$ cat config.mk
export PLATFORM = sky130hd
export DESIGN_NAME = lcd_ctrl
export DESIGN_NICKNAME = d
export VERILOG_FILES = /design/src/rtl/lcd_pkg.sv /design/src/rtl/lcd_nibble_tx.sv /design/src/rtl/lcd_ctrl.sv
export SDC_FILE = /design/constraint.sdc
export NUM_CORES = 1
export LEC_CHECK = 0
export BUFFER_PORTS_ARGS = -buffer_cell sky130_fd_sc_hd__buf_4
export CORE_MARGIN = 2
export CORE_UTILIZATION = 50
export CTS_CLUSTER_DIAMETER = 150
export DETAILED_ROUTE_END_ITERATION = 8
export PLACE_DENSITY = 0.72
export SETUP_SLACK_MARGIN = 0.2
export SLEW_MARGIN = 15
export SYNTH_ARGS = -nofsm -noshare
export SYNTH_HDL_FRONTEND = slang
export SYNTH_SLANG_ARGS = --single-unit
$ cat constraint.sdc
create_clock -name clk -period 2.3 [get_ports clk]
set_clock_uncertainty 0.1 [all_clocks]
set_input_delay 0.46 -clock clk [delete_from_list [all_inputs] [get_ports clk]]
set_output_delay 0.46 -clock clk [all_outputs]
set_load 0.005 [all_outputs]
$ cat src/rtl/lcd_pkg.sv
// Shared definitions for the HD44780 4-bit controller: op codes, command
// bytes, DDRAM row offsets and the time-to-cycles conversion.
package lcd_pkg;

  typedef enum logic [1:0] {
    OP_WRITE  = 2'd0,
    OP_CMD    = 2'd1,
    OP_SETCUR = 2'd2,
    OP_CLEAR  = 2'd3
  } op_e;

  localparam logic [7:0] CMD_CLEAR   = 8'h01;
  localparam logic [7:0] CMD_HOME    = 8'h02;
  localparam logic [7:0] CMD_ENTRY   = 8'h06;
  localparam logic [7:0] CMD_DISP_ON = 8'h0C;
  localparam logic [7:0] CMD_FUNC_1L = 8'h20;
  localparam logic [7:0] CMD_FUNC_2L = 8'h28;
  localparam logic [7:0] CMD_DDRAM   = 8'h80;

  // Element r is the DDRAM start address of display row r.
  localparam logic [3:0][6:0] ROW_OFFSET = {7'h54, 7'h14, 7'h40, 7'h00};

  localparam longint T40M_US   = 40000;
  localparam longint T5M_US    = 5000;
  localparam longint T1M_US    = 1000;
  localparam longint TLONG_US  = 2000;
  localparam longint TSHORT_US = 40;
  localparam longint EN_US     = 1;

  function automatic int delay_cycles(longint rate_hz, longint t_us);
    longint c;
    c = (rate_hz * t_us + 64'd999_999) / 64'd1_000_000;
    return (c < 1) ? 1 : int'(c);
  endfunction

endpackage

$ cat src/rtl/lcd_nibble_tx.sv
// Sends one byte as two nibbles (or a single high nibble) with setup/enable/hold
// framing, followed by the post-command settle gap for full bytes.
module lcd_nibble_tx
  import lcd_pkg::*;
#(
  parameter int CLOCK_RATE = 1000
) (
  input  logic       clk_i,
  input  logic       rst_ni,
  input  logic       start_i,
  input  logic       nib_i,
  input  logic       long_i,
  input  logic       rs_i,
  input  logic [7:0] byte_i,
  output logic       busy_o,
  output logic       done_o,
  output logic       en_o,
  output logic       rs_o,
  output logic [3:0] data_o
);

  localparam int EN_CYC  = delay_cycles(CLOCK_RATE, EN_US);
  localparam int TLONG   = delay_cycles(CLOCK_RATE, TLONG_US);
  localparam int TSHORT  = delay_cycles(CLOCK_RATE, TSHORT_US);
  localparam int CNT_MAX = (EN_CYC > TLONG) ? EN_CYC : TLONG;
  localparam int CW      = $clog2(CNT_MAX + 1);

  typedef enum logic [2:0] {TX_IDLE, TX_SETUP, TX_EN, TX_HOLD, TX_GAP} tx_state_e;

  tx_state_e       state_q, state_d;
  logic [CW-1:0]   cnt_q, cnt_d;
  logic [7:0]      byte_q, byte_d;
  logic            rs_q, rs_d, long_q, long_d, nib_q, nib_d, lo_q, lo_d;
  logic            en_q;
  logic            done;
  logic [CW-1:0]   gap_last;

  always_ff @(posedge clk_i or negedge rst_ni) begin
    if (!rst_ni) begin
      state_q <= TX_IDLE;
      cnt_q   <= '0;
      byte_q  <= '0;
      rs_q    <= 1'b0;
      long_q  <= 1'b0;
      nib_q   <= 1'b0;
      lo_q    <= 1'b0;
      en_q    <= 1'b0;
    end else begin
      state_q <= state_d;
      cnt_q   <= cnt_d;
      byte_q  <= byte_d;
      rs_q    <= rs_d;
      long_q  <= long_d;
      nib_q   <= nib_d;
      lo_q    <= lo_d;
      en_q    <= (state_d == TX_EN);
    end
  end

  always_comb begin
    state_d  = state_q;
    cnt_d    = cnt_q;
    byte_d   = byte_q;
    rs_d     = rs_q;
    long_d   = long_q;
    nib_d    = nib_q;
    lo_d     = lo_q;
    gap_last = long_q ? CW'(TLONG - 1) : CW'(TSHORT - 1);
    done     = ((state_q == TX_HOLD) && nib_q) ||
               ((state_q == TX_GAP) && (cnt_q == gap_last));
    // A new request may start in the final cycle of the previous one, so
    // back-to-back transfers have no dead cycle between them.
    if (start_i && ((state_q == TX_IDLE) || done)) begin
      state_d = TX_SETUP;
      cnt_d   = '0;
      byte_d  = byte_i;
      rs_d    = rs_i;
      long_d  = long_i;
      nib_d   = nib_i;
      lo_d    = 1'b0;
    end else begin
      case (state_q)
        TX_SETUP: begin
          state_d = TX_EN;
          cnt_d   = '0;
        end
        TX_EN: begin
          if (cnt_q == CW'(EN_CYC - 1)) state_d = TX_HOLD;
          else                          cnt_d   = cnt_q + 1'b1;
        end
        TX_HOLD: begin
          if (nib_q) begin
            state_d = TX_IDLE;
          end else if (!lo_q) begin
            state_d = TX_SETUP;
            lo_d    = 1'b1;
          end else begin
            state_d = TX_GAP;
            cnt_d   = '0;
          end
        end
        TX_GAP: begin
          if (cnt_q == gap_last) state_d = TX_IDLE;
          else                   cnt_d   = cnt_q + 1'b1;
        end
        default: state_d = TX_IDLE;
      endcase
    end
  end

  assign busy_o = (state_q != TX_IDLE);
  assign done_o = done;
  assign en_o   = en_q;
  assign rs_o   = busy_o & rs_q;
  assign data_o = busy_o ? (lo_q ? byte_q[3:0] : byte_q[7:4]) : 4'h0;

endmodule

$ cat src/rtl/lcd_ctrl.sv
// HD44780 4-bit controller: power-on init sequence, then a request interface
// for chars, raw commands, cursor placement and clear with cursor tracking.
module lcd_ctrl
  import lcd_pkg::*;
#(
  parameter int CLOCK_RATE = 1000,
  parameter int ROWS       = 2,
  parameter int COLS       = 16
) (
  input  logic       clk,
  input  logic       reset,
  input  logic       in_valid,
  output logic       in_ready,
  input  logic [1:0] in_op,
  input  logic [7:0] in_data,
  output logic       en,
  output logic       rs,
  output logic [3:0] data,
  output logic       init_done
);

  localparam int T40M   = delay_cycles(CLOCK_RATE, T40M_US);
  localparam int T5M    = delay_cycles(CLOCK_RATE, T5M_US);
  localparam int T1M    = delay_cycles(CLOCK_RATE, T1M_US);
  localparam int TSHORT = delay_cycles(CLOCK_RATE, TSHORT_US);
  localparam int CW     = $clog2(T40M + 1);
  localparam logic [1:0] ROW_MAX = 2'(ROWS - 1);
  localparam logic [5:0] COL_MAX = 6'(COLS - 1);
  localparam logic [7:0] CMD_FUNC = (ROWS == 1) ? CMD_FUNC_1L : CMD_FUNC_2L;

  typedef enum logic [2:0] {RESET_WAIT, INIT, IDLE, SEND, ADDR_FIX, WAIT} state_e;

  state_e        state_q, state_d;
  logic [CW-1:0] cnt_q, cnt_d, init_dly;
  logic [3:0]    step_q, step_d;
  logic [1:0]    row_q, row_d, set_row;
  logic [5:0]    col_q, col_d, set_col;
  logic          wrap_q, wrap_d, init_done_q, init_done_d;
  logic [7:0]    data_q, data_d, init_byte, char_byte;
  logic          init_nib, init_long, issue_init, send_char;
  logic          tx_start, tx_nib, tx_long, tx_rs, tx_busy, tx_done;
  logic [7:0]    tx_byte;

  always_ff @(posedge clk or negedge reset) begin
    if (!reset) begin
      state_q     <= RESET_WAIT;
      cnt_q       <= '0;
      step_q      <= '0;
      row_q       <= '0;
      col_q       <= '0;
      wrap_q      <= 1'b0;
      data_q      <= '0;
      init_done_q <= 1'b0;
    end else begin
      state_q     <= state_d;
      cnt_q       <= cnt_d;
      step_q      <= step_d;
      row_q       <= row_d;
      col_q       <= col_d;
      wrap_q      <= wrap_d;
      data_q      <= data_d;
      init_done_q <= init_done_d;
    end
  end

  // Init script: three 0x3 nibbles, one 0x2 nibble, then four full commands.
  always_comb begin
    init_nib  = (step_q < 4'd4);
    init_long = 1'b0;
    case (step_q)
      4'd0, 4'd1, 4'd2: init_byte = 8'h30;
      4'd3:             init_byte = 8'h20;
      4'd4:             init_byte = CMD_FUNC;
      4'd5:             init_byte = CMD_DISP_ON;
      4'd6:             init_byte = CMD_ENTRY;
      default: begin
        init_byte = CMD_CLEAR;
        init_long = 1'b1;
      end
    endcase
    case (step_q)
      4'd1, 4'd2: init_dly = CW'(T5M - 1);
      4'd3:       init_dly = CW'(T1M - 1);
      default:    init_dly = CW'(TSHORT - 1);
    endcase
  end

  assign set_row   = (in_data[7:6] > ROW_MAX) ? ROW_MAX : in_data[7:6];
  assign set_col   = (in_data[5:0] > COL_MAX) ? COL_MAX : in_data[5:0];
  assign char_byte = (state_q == IDLE) ? in_data : data_q;
  assign in_ready  = (state_q == IDLE) && !tx_busy;

  always_comb begin
    state_d     = state_q;
    cnt_d       = cnt_q;
    step_d      = step_q;
    row_d       = row_q;
    col_d       = col_q;
    wrap_d      = wrap_q;
    data_d      = data_q;
    init_done_d = init_done_q;
    tx_start    = 1'b0;
    tx_nib      = 1'b0;
    tx_long     = 1'b0;
    tx_rs       = 1'b0;
    tx_byte     = 8'h00;
    issue_init  = 1'b0;
    send_char   = 1'b0;
    case (state_q)
      RESET_WAIT: begin
        if (cnt_q == CW'(T40M - 1)) issue_init = 1'b1;
        else                        cnt_d      = cnt_q + 1'b1;
      end
      INIT: begin
        if (tx_done) begin
          if (step_q == 4'd8) begin
            state_d     = IDLE;
            init_done_d = 1'b1;
          end else if (step_q <= 4'd4) begin
            state_d = WAIT;
            cnt_d   = '0;
          end else begin
            issue_init = 1'b1;
          end
        end
      end
      WAIT: begin
        if (cnt_q == init_dly) issue_init = 1'b1;
        else                   cnt_d      = cnt_q + 1'b1;
      end
      IDLE: begin
        if (in_valid && in_ready) begin
          data_d = in_data;
          case (op_e'(in_op))
            OP_WRITE: begin
              // After a line wrap the LCD's own address is out of step with
              // the tracker, so reposition before the char goes out.
              if (wrap_q) begin
                tx_start = 1'b1;
                tx_byte  = CMD_DDRAM | {1'b0, ROW_OFFSET[row_q]};
                wrap_d   = 1'b0;
                state_d  = ADDR_FIX;
              end else begin
                send_char = 1'b1;
              end
            end
            OP_CMD: begin
              tx_start = 1'b1;
              tx_byte  = in_data;
              tx_long  = (in_data == CMD_CLEAR) || (in_data == CMD_HOME);
              state_d  = SEND;
              if (tx_long) begin
                row_d  = '0;
                col_d  = '0;
                wrap_d = 1'b0;
              end
            end
            OP_SETCUR: begin
              tx_start = 1'b1;
              tx_byte  = CMD_DDRAM | {1'b0, ROW_OFFSET[set_row] + {1'b0, set_col}};
              row_d    = set_row;
              col_d    = set_col;
              wrap_d   = 1'b0;
              state_d  = SEND;
            end
            OP_CLEAR: begin
              tx_start = 1'b1;
              tx_byte  = CMD_CLEAR;
              tx_long  = 1'b1;
              row_d    = '0;
              col_d    = '0;
              wrap_d   = 1'b0;
              state_d  = SEND;
            end
          endcase
        end
      end
      ADDR_FIX: if (tx_done) send_char = 1'b1;
      SEND:     if (tx_done) state_d = IDLE;
      default:  state_d = IDLE;
    endcase

    if (issue_init) begin
      tx_start = 1'b1;
      tx_byte  = init_byte;
      tx_nib   = init_nib;
      tx_long  = init_long;
      step_d   = step_q + 4'd1;
      state_d  = INIT;
    end

    if (send_char) begin
      tx_start = 1'b1;
      tx_rs    = 1'b1;
      tx_byte  = char_byte;
      state_d  = SEND;
      if (col_q == COL_MAX) begin
        col_d  = '0;
        row_d  = (row_q == ROW_MAX) ? 2'd0 : row_q + 2'd1;
        wrap_d = 1'b1;
      end else begin
        col_d = col_q + 6'd1;
      end
    end
  end

  assign init_done = init_done_q;

  lcd_nibble_tx #(
    .CLOCK_RATE(CLOCK_RATE)
  ) u_tx (
    .clk_i  (clk),
    .rst_ni (reset),
    .start_i(tx_start),
    .nib_i  (tx_nib),
    .long_i (tx_long),
    .rs_i   (tx_rs),
    .byte_i (tx_byte),
    .busy_o (tx_busy),
    .done_o (tx_done),
    .en_o   (en),
    .rs_o   (rs),
    .data_o (data)
  );

endmodule

==> results.md <==
- First-iteration detailed-routing DRC count: 224
- Setup Slack @ Placement: -5.18 ps
- Clock latency of the later-clocked register in the worst-skew pair: 310 ps
- N_diodes: 0
- Actual slew at the worst max-slew pin: 667 ps
- GRT Residual Overflow: 0
- Leakage: 1.90 nW
- Vias in the first global route: 2894
- Routability cong.: 0.949
- Setup crit end kind: register
- Hold Fails Final Rpt: 0
- Number of nets with antenna violations after detailed routing: 0
- Clock slew at the register clock pins of the worst setup and hold paths: 100 ps
- Core area: 6280 sq um
- Peak VDD IR: 0.666 mV
- First-pass detailed-route iteration total: 4
- DRC violation count after routing: 0
- Number of antenna violations at the first check in global routing: 0
- Hold crit path type: in2async
- Critical path required time: 2410 ps
- Largest net degree at the start of global routing: 50
- Instance count of the mapped netlist: 374
- Register area share after synthesis: 38.1%
- Post-synthesis cell area: 3220 sq um
- Mean instance size in the synthesized netlist: 8.61 sq um
- Max-slew headroom: 55.2%
- Critical path type: reg2reg
- Per-cell routed wire length: 17.0 um
- Flip-flop and latch count after synthesis: 49
- Count of cell types in the netlist: 65
- Count of boundary I/O pins: 21
- Die ar.: 7100 sq um
- Outcome: finished clean
- Areal power density over the cells: 912 nW/um^2
- Maximum operating frequency: 437 MHz
- Site Rows: 29
- Clock buffers created by TritonCTS: 5
- Initial cell density of the core: 51.3%
- Arr. time, crit path: 2400 ps
- Worst reg-to-reg setup slack: 10 ps
- PortBufs: 20
- Tmin final: 2290 ps
- FF-to-FF Start: step_q[0]
- Number of clock sinks seen by CTS: 49
- Wire length of the first global-routing pass: 14300 um
- Area growth from synthesis to final layout: 31.9%
- Commonest cells after routing, fill and taps aside: sky130_fd_sc_hd__buf_4, sky130_fd_sc_hd__nand2_1, sky130_fd_sc_hd__dfrtp_1, sky130_fd_sc_hd__o21ai_0, sky130_fd_sc_hd__nor2_1
- Pins Over Slew Limit: 0
- Final worst-path setup slack: 10.0 ps
- Total vias in the final route: 3003
- Period utilisation layout: 99.6%
- Unrepaired setup endpoints after global routing: yes
- # H-tree levels: 2
- Number of cell instances on the worst register-to-register path: 8
- Count of maximum capacitance violations: 0
- Yosys warns: 0
- Critical register-to-register path endpoint: u_tx.byte_q[5]
- Count of final setup violators: 0
- Clk root buf: sky130_fd_sc_hd__clkbuf_8
- Total Nets Final: 460
- TritonCTS clock tree: yes
- Overall routed net length: 8720 um
- Async set-reset flop share out of synthesis: 100%
- Per-cell via count in the routed design: 5.84
- Width of the die: 84.2 um
- Most common cell after layout, fill and taps aside: sky130_fd_sc_hd__buf_4
- Startpoint Class: register
- Top flip-flop cell by instance count after synthesis: sky130_fd_sc_hd__dfrtp_1
- Total Power Consumption: 3.87 mW
- Number of synthesized flops with an enable pin: 0
- Maximum clock path buffer count: 2
- Layout cells sized above 1: 30.9%
- Largest driver fanout on the critical path: 3
- HPWL after detailed placement: 5860 um
- Aggregate global-route resource usage: 24.6%
- Vertical die dimension: 84.2 um
synthesized netlist by cell type, types with 3 or more instances:
cell / count / area [sq um]
sky130_fd_sc_hd__a31oi_1: 9 / 56.3
sky130_fd_sc_hd__a22oi_1: 3 / 22.5
sky130_fd_sc_hd__mux2i_1: 13 / 130
sky130_fd_sc_hd__inv_1: 11 / 41.3
sky130_fd_sc_hd__mux2_2: 4 / 45.0
sky130_fd_sc_hd__o2bb2ai_1: 3 / 26.3
sky130_fd_sc_hd__ha_1: 11 / 138
sky130_fd_sc_hd__a221o_1: 3 / 30.0
sky130_fd_sc_hd__nor3b_1: 3 / 22.5
sky130_fd_sc_hd__nand2b_1: 7 / 43.8
sky130_fd_sc_hd__xnor2_1: 8 / 70.1
sky130_fd_sc_hd__buf_2: 5 / 25.0
sky130_fd_sc_hd__a21o_1: 3 / 22.5
sky130_fd_sc_hd__nor2_1: 29 / 109
sky130_fd_sc_hd__nor2b_1: 11 / 68.8
sky130_fd_sc_hd__buf_6: 3 / 33.8
sky130_fd_sc_hd__and3_1: 4 / 25.0
sky130_fd_sc_hd__clkbuf_1: 13 / 48.8
sky130_fd_sc_hd__or3_1: 4 / 25.0
sky130_fd_sc_hd__o22ai_1: 3 / 18.8
sky130_fd_sc_hd__o21ai_0: 32 / 160
sky130_fd_sc_hd__nand2_1: 59 / 221
sky130_fd_sc_hd__o41ai_1: 3 / 26.3
sky130_fd_sc_hd__dfrtp_1: 49 / 1230
sky130_fd_sc_hd__a21oi_1: 11 / 55.1
sky130_fd_sc_hd__nand3_1: 10 / 50.1
sky130_fd_sc_hd__nor3_1: 12 / 60.1
worst max-delay path by stage:
stage | start | to | slack, ps | cells after the start
floorplan | u_tx.state_q[1] | u_tx.byte_q[0] | 80 | 9
global placement | cnt_q[0] | u_tx.byte_q[0] | 90 | 8
detailed placement | cnt_q[0] | u_tx.byte_q[0] | -5 | 8
finish | step_q[0] | u_tx.byte_q[5] | 10 | 8
CTS | cnt_q[0] | u_tx.byte_q[0] | 110 | 8
global route | step_q[0] | u_tx.byte_q[3] | -70 | 10
worst max-delay path, cell delays in order, from the launching register on:
cell,delay (ps)
sky130_fd_sc_hd__dfrtp_1,420
sky130_fd_sc_hd__inv_2,100
sky130_fd_sc_hd__ha_2,220
sky130_fd_sc_hd__nor2_4,60
sky130_fd_sc_hd__or4_4,450
sky130_fd_sc_hd__nand3_2,130
sky130_fd_sc_hd__nand3_1,120
sky130_fd_sc_hd__a221o_1,330
sky130_fd_sc_hd__mux2_4,260
metal layers:
layer | share of wire [%] | track usage, % | vias to the layer above
li1 | - | - | 1448
met1 | 45 | 33.9 | 1487
met3 | 3.2 | 4.13 | 10
met4 | 1.3 | 6.89 | 0
met2 | 51 | 40.4 | 58
met5 | 0 | 0 | -
cell families (layout without fill, tap and decap cells):
group / count (synthesis) / count (layout) / synth area share (%)
flip-flops: 49 / 49 / 38.1
XOR/XNOR: 9 / 9 / 2.45
AND/OR/NAND/NOR: 160 / 161 / 25.1
other: 1 / 3 / 0.116
multiplexers: 17 / 17 / 5.44
adder cells (fa/ha/maj): 12 / 12 / 4.59
buffers and inverters: 34 / 94 / 4.97
AO/OA/AOI/OAI: 92 / 92 / 19.2
layout make-up:
| cell class | count | area [sq um] |
|---|---|---|
| multi-input cells | 294 | 2140 |
| fillers | 493 | 2030 |
| clock buffers | 6 | 82.6 |
| flip-flops and latches | 49 | 1230 |
| inverters | 11 | 41.3 |
| well taps | 77 | 96.3 |
| clock inverters | 2 | 37.5 |
| repair buffers | 75 | 622 |
report_power, final:
group | leakage [nW] | switching (mW) | internal, mW
registers | 0.639 | 0.214 | 1.11
clock network | 0.0574 | 0.307 | 0.354
logic | 1.21 | 0.952 | 0.933
total | 1.90 | 1.47 | 2.40
registers in the layout, summed over array words and instances (netlist names):
| register | count |
|---|---|
| step_q | 4 |
| row_q | 2 |
| u_tx.state_q | 3 |
| cnt_q | 6 |
| u_tx.byte_q | 8 |
| wrap_q | 1 |
| state_q | 3 |
| u_tx.rs_q | 1 |
| u_tx.nib_q | 1 |
| u_tx.cnt_q | 2 |
| init_done | 1 |
| u_tx.long_q | 1 |
| u_tx.lo_q | 1 |
| data_q | 8 |
| col_q | 6 |
| u_tx.en_o | 1 |
metrics by stage:
step	area [sq um]	std cells	hold WS, ps	utilization [%]	setup TNS (ps)
floorplan	3230	376	64.4	-	0
global placement	3580	479	355	57.0	0
detailed placement	3580	479	369	57.0	-5.18
CTS	3880	495	87.3	61.8	0
global route	4250	514	123	67.6	-480
finish	4250	514	69.1	67.6	0
timing repair:
action / CTS / global route
cloned: 1 / 3
gates resized for setup: 27 / 48
pin swaps: 4 / 12
setup endpoints to repair: 30 / 38
hold buffers: 0 / 0
setup buffers: 7 / 16
Note: power is estimated with default switching activity, not from simulation.
